[config.mk]
export PLATFORM = sky130hd
export DESIGN_NAME = fpu_mul_result_queue
export DESIGN_NICKNAME = d
export VERILOG_FILES = /design/src/rtl/fpu_mul_result_queue_pkg.sv /design/src/rtl/fpu_mul_result_queue.sv
export SDC_FILE = /design/constraint.sdc
export NUM_CORES = 1
export LEC_CHECK = 0
export CORE_MARGIN = 2
export CORE_UTILIZATION = 24
export DETAILED_ROUTE_END_ITERATION = 10
export PLACE_DENSITY = 0.47
export SYNTH_ARGS = -nofsm -noshare
export SYNTH_HDL_FRONTEND = slang
export SYNTH_SLANG_ARGS = --single-unit
[constraint.sdc]
create_clock -name clk -period 2.38 [get_ports clk]
set_clock_uncertainty 0.2 [all_clocks]
set_input_delay 0.238 -clock clk [delete_from_list [all_inputs] [get_ports clk]]
set_output_delay 0.238 -clock clk [all_outputs]
set_load 0.05 [all_outputs]
[src/rtl/fpu_mul_result_queue_pkg.sv]
// ============================================================================
// fpu_mul_result_queue_pkg : shared FPU field constants, flags struct, helpers
// Rev 1.0
// ============================================================================
`default_nettype none

package fpu_mul_result_queue_pkg;

  localparam int          SIGN_BIT = 31;
  localparam int          EXP_MSB  = 30;
  localparam int          EXP_LSB  = 23;
  localparam int          FRAC_MSB = 22;
  localparam logic [7:0]  EXP_MAX  = 8'hFF;
  localparam logic [31:0] QNAN     = 32'h7FC0_0000;

  typedef struct packed {
    logic is_nan;
    logic overflow;
    logic error;
  } fpu_flags_t;

  function automatic logic is_nan(input logic [31:0] w);
    return (w[EXP_MSB:EXP_LSB] == EXP_MAX) && (w[FRAC_MSB:0] != 23'd0);
  endfunction

endpackage

`default_nettype wire

[src/rtl/fpu_mul_result_queue.sv]
// ============================================================================
// fpu_mul_result_queue : show-ahead result FIFO with sticky flags, error count
// Rev 1.0
// ============================================================================
`default_nettype none

module fpu_mul_result_queue
  import fpu_mul_result_queue_pkg::*;
#(
  parameter int DEPTH = 4,
  parameter int CNT_W = 8
) (
  input  logic                     clk,
  input  logic                     rst_n,
  input  logic                     in_valid,
  output logic                     in_ready,
  input  logic [31:0]              in_result,
  input  logic                     in_error,
  input  logic                     in_overflow,
  output logic                     out_valid,
  input  logic                     out_ready,
  output logic [31:0]              out_result,
  output logic [2:0]               out_flags,
  output logic [$clog2(DEPTH):0]   level,
  output logic                     sticky_error,
  output logic                     sticky_overflow,
  input  logic                     sticky_clr,
  output logic [CNT_W-1:0]         err_count
);

  localparam int PTR_W = $clog2(DEPTH);
  localparam int LVL_W = PTR_W + 1;

  typedef struct packed {
    logic [31:0] result;
    fpu_flags_t  flags;
  } entry_t;

  entry_t             mem_q [DEPTH];
  logic [PTR_W-1:0]   wr_ptr_q, wr_ptr_d;
  logic [PTR_W-1:0]   rd_ptr_q, rd_ptr_d;
  logic [LVL_W-1:0]   level_q,  level_d;
  logic               sticky_err_q, sticky_err_d;
  logic               sticky_ovf_q, sticky_ovf_d;
  logic [CNT_W-1:0]   err_cnt_q, err_cnt_d;

  logic   push;
  logic   pop;
  entry_t wr_entry;

  assign in_ready  = (level_q != LVL_W'(DEPTH));
  assign out_valid = (level_q != '0);
  assign push      = in_valid & in_ready;
  assign pop       = out_valid & out_ready;

  assign wr_entry.result         = in_result;
  assign wr_entry.flags.is_nan   = is_nan(in_result);
  assign wr_entry.flags.overflow = in_overflow;
  assign wr_entry.flags.error    = in_error;

  always_comb begin
    wr_ptr_d     = wr_ptr_q;
    rd_ptr_d     = rd_ptr_q;
    level_d      = level_q;
    err_cnt_d    = err_cnt_q;
    if (push) wr_ptr_d = wr_ptr_q + PTR_W'(1);
    if (pop)  rd_ptr_d = rd_ptr_q + PTR_W'(1);
    case ({push, pop})
      2'b10:   level_d = level_q + LVL_W'(1);
      2'b01:   level_d = level_q - LVL_W'(1);
      default: level_d = level_q;
    endcase
    // Set beats clear when a flagged push lands on the same edge as sticky_clr
    sticky_err_d = (sticky_err_q & ~sticky_clr) | (push & in_error);
    sticky_ovf_d = (sticky_ovf_q & ~sticky_clr) | (push & in_overflow);
    if (push && in_error && (err_cnt_q != '1)) err_cnt_d = err_cnt_q + CNT_W'(1);
  end

  always_ff @(posedge clk or negedge rst_n) begin
    if (!rst_n) begin
      for (int i = 0; i < DEPTH; i++) mem_q[i] <= '0;
      wr_ptr_q     <= '0;
      rd_ptr_q     <= '0;
      level_q      <= '0;
      sticky_err_q <= 1'b0;
      sticky_ovf_q <= 1'b0;
      err_cnt_q    <= '0;
    end else begin
      if (push) mem_q[wr_ptr_q] <= wr_entry;
      wr_ptr_q     <= wr_ptr_d;
      rd_ptr_q     <= rd_ptr_d;
      level_q      <= level_d;
      sticky_err_q <= sticky_err_d;
      sticky_ovf_q <= sticky_ovf_d;
      err_cnt_q    <= err_cnt_d;
    end
  end

  assign out_result      = mem_q[rd_ptr_q].result;
  assign out_flags       = mem_q[rd_ptr_q].flags;
  assign level           = level_q;
  assign sticky_error    = sticky_err_q;
  assign sticky_overflow = sticky_ovf_q;
  assign err_count       = err_cnt_q;

endmodule

`default_nettype wire
# Word level (Yosys, flattened, before mapping)
# Index checks and enable logic that the tools add are counted.
op_classes:
  eq_ne: 5
  n_mul: 0
  shifts: 0
  mux: 7
  addsub: 5
  div_mod_pow: 0
  reduce_logical: 7
  order_cmp: 3
  bitwise_logic: 11
ops:
  columns: ["op", "n"]
  rows:
  - ["$bwmux 140", 1]
  - ["$mux 35", 3]
  - ["$bmux 35 s2", 1]
  - ["$demux 35 s2", 1]
  - ["$reduce_bool 23->1", 1]
  - ["$add 8x1->8 const B", 1]
  - ["$eq 8x8->1 const B", 1]
  - ["$ne 8x8->1 const B", 1]
  - ["$and 1x1->1", 6]
  - ["$ge 3x3->1 const B", 2]
  - ["$not 2->3", 2]
  - ["$pmux 3 s2", 1]
  - ["$add 2x1->2 const B", 2]
  - ["$logic_and 1x1->1", 4]
  - ["$add 3x1->3 const B", 1]
  - ["$lt 3x1->1 const B", 1]
  - ["$ne 3x3->1 const B", 1]
  - ["$reduce_bool 3->1", 1]
  - ["$sub 3x1->3 const B", 1]
  - ["$eq 2x1->1 const B", 1]
  - ["$eq 2x2->1 const B", 1]
  - ["$or 1x1->1", 2]
  - ["$reduce_bool 2->1", 1]
  - ["$not 1->1", 1]
word_totals:
  reg_bits: 157
  rom_bits: 0
  memories: 0
  latch_bits: 0
  ramBits: 0
  word_cells: 60
  input_bits: 39

# Depth between registers and ports, before layout
# Gate-level depths: netlist of the first run.
logic_depth:
  ltp_word: 6
  ltp_mapped: 11

# Worst setup path after synthesis of the first run
# Ideal clock, no wire load.
synth_timing:
  path_type: "register -> register"
  startpoint: "register level_q[2], in the netlist level[2]"
  endpoint: "register level_q[2], in the netlist level[2]"
  path_stages_with_launch: 12
  setup_time_ns: 0.082
  synth_period_minus_slack_ns: 2.950
  slack_ns: -0.570
  arrival_time_ns: 2.668
  path_cell_list: "dfrtp_1 > or3b_4 > and2_1 > buf_6 > buf_6 > inv_1 > ha_1 > inv_1 > fa_1 > xor2_1 > nor2_1 > xor2_1"
synth_between:
  elab_chain_cells: 4
  elab_cells_between_ends: 10
synth_lines:
  columns: ["element", "line", "text"]
  rows:
  - ["from (decl)", "fpu_mul_result_queue.sv:42", "logic [LVL_W-1:0] level_q, level_d;"]
  - ["from (signal assigned)", "fpu_mul_result_queue.sv:92", "level_q <= level_d;"]
  - ["$ne 3x3->1 (*)", "fpu_mul_result_queue.sv:51", "assign in_ready = (level_q != LVL_W'(DEPTH));"]
  - ["net in_ready", "fpu_mul_result_queue.sv:16", "output logic in_ready,"]
  - ["$and 1x1->1 (*)", "fpu_mul_result_queue.sv:53", "assign push = in_valid & in_ready;"]
  - ["$eq 2x1->1 or $eq 2x2->1 (tied branches)", "fpu_mul_result_queue.sv:68", "case ({push, pop})"]
  - ["$pmux 3 s2 or $reduce_bool 2->1 (tied branches)", null, null]
# The timed path passes the listed nets; every way through them passes the cells marked *.
# A chain may end at the register's enable or synchronous reset.

# Worst setup path in the final report of the first run
layout_timing:
  startpoint: "register rd_ptr_q[0]"
  endpoint: "output out_flags[2]"
layout_between:
  elab_chain_cells: 4
layout_lines:
  columns: ["element", "line", "text"]
  rows:
  - ["from (decl)", "fpu_mul_result_queue.sv:41", "logic [PTR_W-1:0] rd_ptr_q, rd_ptr_d;"]
  - ["from (signal assigned)", "fpu_mul_result_queue.sv:91", "rd_ptr_q <= rd_ptr_d;"]
  - ["$not 2->3 (not written as such)", "fpu_mul_result_queue.sv:100", "assign out_flags = mem_q[rd_ptr_q].flags;"]
  - ["$bmux 35 s2", "fpu_mul_result_queue.sv:100", null]
  - ["$mux 35 (not written as such) (2 in a row)", "fpu_mul_result_queue.sv:100", null]
  - ["to (decl)", "fpu_mul_result_queue.sv:23", "output logic [2:0] out_flags,"]
# Every way passes these cells. The select of a mux whose other input is x is not followed.

==> qor.txt, run 1 <==
Setup violators final - 0
Max-capacitance violation count - 0
Area grow syn2layout - 29.26%
Seq/Total Area, Yosys - 0.5556
Grt total ovfl - 0
Setup TNS - 0 ns
Clock root buffer - clkbuf_16
Fin crit period - 2.302 ns
# port buffers - 88
CTS Buffer Depth - 2
Rows - 62
Num ports - 89
Commonest non-fill, non-tap cell in the layout - dfrtp_1
Final net count - 579
Crit share post-route - 0.9670
CTS tree - done
Routed wire length - 16970 µm
CTS clk-pin slew, worst paths - 0.06 ns
Post-placement cell count - 897
Clock latency on the worst-skew pair - 0.42 ns
Cell variety after synth - 32
Initial DRC count - 109
Cell count after synthesis - 429
Max Slew Vio Count - 0
Largest net degree at the start of global routing - 65
Pre-antenna DRT Iters - 4
Post-Syn Nets - 475
Vias in the first global route - 4621
Starting Density - 0.2451
Layout cells sized above 1 - 0.4817
Mapped cell area - 7072 µm²
DR DRC count - 0
Final worst-path setup slack - 0.07842 ns
Relative slew slack - 0.6364
Die Height - 175.7 µm
Core footprint - 28860 µm²
Max Fclk - 434.5 MHz
Total track usage - 0.1164
GPL Wtd Cong - 0.6971
Top-area cell type share of the netlist area - 0.5556
Ranking of synthesized cells by area - dfrtp_1, mux2_2, mux4_2, mux2_4, mux2_1
Hold Crit Class - in -> async
Crit path kind - reg -> out
First-pass GRT wire length - 27000 µm
Wire per inst - 18.23 µm
Width of the die - 175.7 µm
Crit path capture type - output pin
Mapped Avg Cell Area - 16.48 µm²
Post-DP HPWL - 11170 µm
Worst Path Max Fanout - 25
Final hold violations - 0
Setup WS pre-CTS - 0.09417 ns
Critical path startpoint category - register
Critical Path RT - 1.94 ns
Worst slew pin tran - 0.5437 ns
Post-synthesis register bit count - 157
Yosys warns - 0
Die ar. - 30850 µm²
Clock sinks - 157
Final Non-Filler Cells - 931
Antenna violations before repair - 1
Yosys top cell by area - dfrtp_1
Commonest cells after routing, fill and taps aside - dfrtp_1, mux2_2, clkdlybuf4s50_1
Via density - 4.371
Cts bufs inserted - 17
Antenna-violating nets left - 0
Worst Path Arrival - 1.86 ns
Post-CTS Repair Setup Buffers - 0
Status - completed
Vias - 4069
H-tree lvl count - 4
[cell families (layout without fill, tap and decap cells)]
group | count (synthesis) | in the layout | share of synthesized area
AOI/OAI and AO/OA | 8 | 8 | 0.008491
buffers and inverters | 31 | 148 | 0.03025
other | 0 | 1 | 0
adders and majority gates | 7 | 7 | 0.01345
xor gates and xnor gates | 13 | 13 | 0.01610
and+or+nand+nor | 40 | 40 | 0.03556
DFF | 157 | 157 | 0.5556
muxes | 173 | 173 | 0.3406
[synth_stat cells (all sizes together)]
library cell  count
nor2              3
or3b              1
nand3             5
o211a             1
mux4             35
or3               1
mux2i             1
mux2            137
inv               8
clkbuf            5
nand4             8
and2              3
nor3              1
and3              2
nand2            11
ha                6
xnor2             9
fa                1
o21ai             3
dfrtp           157
buf              18
nor4              5
o2bb2ai           4
xor2              4
[cell type report]
class	instances	area, µm²
Antenna cell	1	2.502
Clock buffer	20	466.7
Clock inverter	12	158.9
Fill cell	2853	19720
Inverter	8	32.53
Multi-Input combinational cell	241	2947
Sequential cell	157	3935
Tap cell	384	480.5
Timing Repair Buffer	108	1119
[per-stage QoR]
step	utilization	cell area, µm²	hold WS, ns
6_report	0.3168	9141	0.1009
4_1_cts	0.3163	9128	0.09463
3_3_place_gp	0.2944	8494	-0.03399
5_1_grt	0.3167	9139	0.1200
2_1_floorplan	-	7099	-0.2576
3_5_place_dp	0.2944	8494	-0.02691
[flip-flops by register name (all words and copies together) (netlist names)]
| name | flops |
|---|---|
| level | 3 |
| mem_q | 140 |
| sticky_overflow | 1 |
| rd_ptr_q | 2 |
| sticky_error | 1 |
| wr_ptr_q | 2 |
| err_count | 8 |
[repair_timing]
item / CTS / global route
hold endpoints to repair: 157 / 0
endpoints found under the setup margin: 2 / 7
gates cloned: 0 / 0
pin swaps: 0 / 1
hold buffers: 1 / 0
resized for setup: 2 / 3
[final timing paths]
path | from | slack, ns | cells after the start | to
min in group clk | sticky_clr | 0.21 | 2 | sticky_overflow
max reg2reg | level[1] | 0.14 | 9 | level[2]
max in group asynchronous | rst_n | 1.20 | 3 | mem_q[48]
min reg2reg | mem_q[76] | 0.29 | 1 | mem_q[76]
min | rst_n | 0.10 | 2 | mem_q[134]
max | rd_ptr_q[0] | 0.08 | 3 | out_flags[2]
[routing by layer]
layer,routed length (µm),part of all wire,track usage
met5,0,0,0
met2,8433,0.50,0.1923
met3,674,0.040,0.03268
met4,104,0.0061,0.02789
met1,7761,0.46,0.1515
[worst max-delay path, cell delays in order (launching register included)]
cell,delay (ns)
dfrtp_2,0.39
buf_12,0.25
mux4_2,0.58
buf_4,0.21
Power of run 1 is left out: the tool's default activity adds up to more than one toggle a clock period on the data nets, which glitch-free logic cannot reach.
==> inputs of run 2 (changes only) <==
--- a/config.mk
+++ b/config.mk
@@ -9,6 +9,7 @@
 export CORE_UTILIZATION = 24
 export DETAILED_ROUTE_END_ITERATION = 10
 export PLACE_DENSITY = 0.47
+export SLEW_MARGIN = 40
 export SYNTH_ARGS = -nofsm -noshare
 export SYNTH_HDL_FRONTEND = slang
 export SYNTH_SLANG_ARGS = --single-unit
==> results of run 2 <==
The final DEF is identical to that of run 1; final timing and power are the same.
Power of run 2 is left out for the same reason.
==> inputs of run 3 (changes only) <==
--- a/config.mk
+++ b/config.mk
@@ -6,9 +6,10 @@
 export NUM_CORES = 1
 export LEC_CHECK = 0
 export CORE_MARGIN = 2
-export CORE_UTILIZATION = 24
+export CORE_UTILIZATION = 30
+export CTS_BUF_LIST = sky130_fd_sc_hd__clkbuf_4 sky130_fd_sc_hd__clkbuf_8
 export DETAILED_ROUTE_END_ITERATION = 10
-export PLACE_DENSITY = 0.47
+export PLACE_DENSITY = 0.55
 export SLEW_MARGIN = 40
 export SYNTH_ARGS = -nofsm -noshare
 export SYNTH_HDL_FRONTEND = slang
==> run 3 against run 2 <==
Die area shrank 20%. Critical endpoint is now out_result[3]. Critical path type unchanged. Worst setup slack gained 0.0018 ns. Largest cell class unchanged. Critical path depth grew 1.
==> qor.txt, run 3 (synthesis gave the netlist of run 1 again) <==
Cell mode on critical path - buf_12
Worst Setup SP - rd_ptr_q[0]
Status - completed
Critical Path Sink - out_result[3]
Register-to-register setup slack - 0.09 ns
Starting Density - 0.3031
Layout cells sized above 1 - 0.4864
Max-capacitance violation count - 0
Worst Path Max Fanout - 8
Total track usage - 0.1366
Largest net degree at the start of global routing - 60
Clock latency on the worst-skew pair - 0.45 ns
CTS clk-pin slew, worst paths - 0.08 ns
Crit-path cells - buf_12 -> buf_12 -> mux4_2 -> buf_6
Area grow syn2layout - 27.88%
Worst reg2reg startpoint - level[0]
DP Area - 8523 µm²
Antenna-violating nets left - 0
Die Height - 157.5 µm
Vias in the first global route - 4577
Routed wire length - 15880 µm
Max Slew Vio Count - 0
Vias - 4073
Initial DRC count - 141
R2R Path End - level[2]
Most flops, register - mem_q
RSZ-0062 raised after global routing - true
DR DRC count - 0
Final hold violations - 0
Worst Path Arrival - 1.86 ns
First-pass GRT wire length - 25560 µm
Fin crit period - 2.300 ns
Width of the die - 157.5 µm
Commonest cells after routing, fill and taps aside - dfrtp_1, mux2_2, clkdlybuf4s50_1
Cts bufs inserted - 17
M1 WL - 7046 µm
Via density - 4.682
Post-DP HPWL - 10690 µm
# fillers - 2185
Crit path depth - 4
Relative slew slack - 0.6101
Num ports - 89
Critical path startpoint category - register
FF-to-FF path depth - 9
CP top delay family - multiplexers
Crit path kind - reg -> out
Crit path capture type - output pin
Setup violators final - 0
Final net count - 584
Pre-antenna DRT Iters - 4
Clock root buffer - clkbuf_8
N_diodes - 0
CP peak stage delay - 0.55 ns
Antenna violations before repair - 2
CP Buf/Inv Count - 3
Clock sinks - 157
Die ar. - 24820 µm²
Top sig layer - met5
Rows - 56
CTS tree - done
Commonest non-fill, non-tap cell in the layout - dfrtp_1
Final Instance Area - 9044 µm²
Grt total ovfl - 0
Crit share post-route - 0.9663
Critical Path RT - 1.94 ns
Core footprint - 23330 µm²
Final worst hold slack - 0.1225 ns
Worst slew pin tran - 0.5849 ns
Hold Crit Class - in -> async
Max Fclk - 434.8 MHz
H-tree lvl count - 4
Wire per inst - 18.25 µm
CP max stage cell - mux4_2
Met3 wire len - 652 µm
Largest register FFs - 140
# port buffers - 88
GPL Wtd Cong - 0.7598
DR WL met2 - 8042 µm
CTS Buffer Depth - 2
==> run 3: cell types whose count changed in the layout (fill, tap and decap cells not counted) <==
cell        before  now
clkbuf_8         3   19
clkinvlp_4       2    3
buf_4           38   31
clkinv_2         2    3
clkbuf_16       17    0
buf_12          13   25
diode_2          1    0
clkinv_4         3    2
==> run 3: layout make-up <==
| class | instances | area [µm²] | area share |
|---|---|---|---|
| clock buffers | 19 | 261.5 | 0.02892 |
| multi-input cells | 241 | 2947 | 0.3258 |
| well taps | 319 | 399.1 | 0.04413 |
| flip-flops and latches | 157 | 3935 | 0.4351 |
| repair buffers | 113 | 1306 | 0.1444 |
| inverters | 8 | 32.53 | 0.003597 |
| clock inverters | 13 | 162.7 | 0.01799 |
==> run 3: stage by stage <==
stage	utilization	setup WS (ns)	cells	TNS, ns
finish	0.3876	0.08021	870	0
global placement	0.3653	0.1403	830	0
detailed placement	0.3653	0.03577	830	0
global route	0.3876	-0.004064	870	-0.005793
CTS	0.3856	0.004780	866	0
floorplan	-	-0.3373	429	-0.5471
==> run 3: worst min path at each step <==
stage                          start              end  slack [ns]  cells past startpoint
final                          rst_n        mem_q[98]        0.12                      2
after global routing      sticky_clr  sticky_overflow        0.13                      2
after CTS                      rst_n        mem_q[98]        0.14                      2
after detailed placement       rst_n        mem_q[98]        0.06                      1
after global placement         rst_n        mem_q[98]        0.05                      1
after floorplan                rst_n     err_count[0]       -0.26                      0
==> run 3: per-layer routing <==
layer | track usage | vias up
met3 | 0.03965 | 9
met5 | 0 | -
li1 | - | 1806
met2 | 0.2337 | 82
met1 | 0.1702 | 2174
met4 | 0.03290 | 2
==> run 3: repair_timing <==
| item | in CTS | in global routing |
|---|---|---|
| hold buffers | 1 | 0 |
| setup buffers | 3 | 4 |
| gates resized for setup | 4 | 4 |
| pin swaps | 0 | 4 |
| endpoints found under the setup margin | 33 | 10 |
| hold endpoints to repair | 57 | 0 |
Power of run 3 is left out for the same reason.
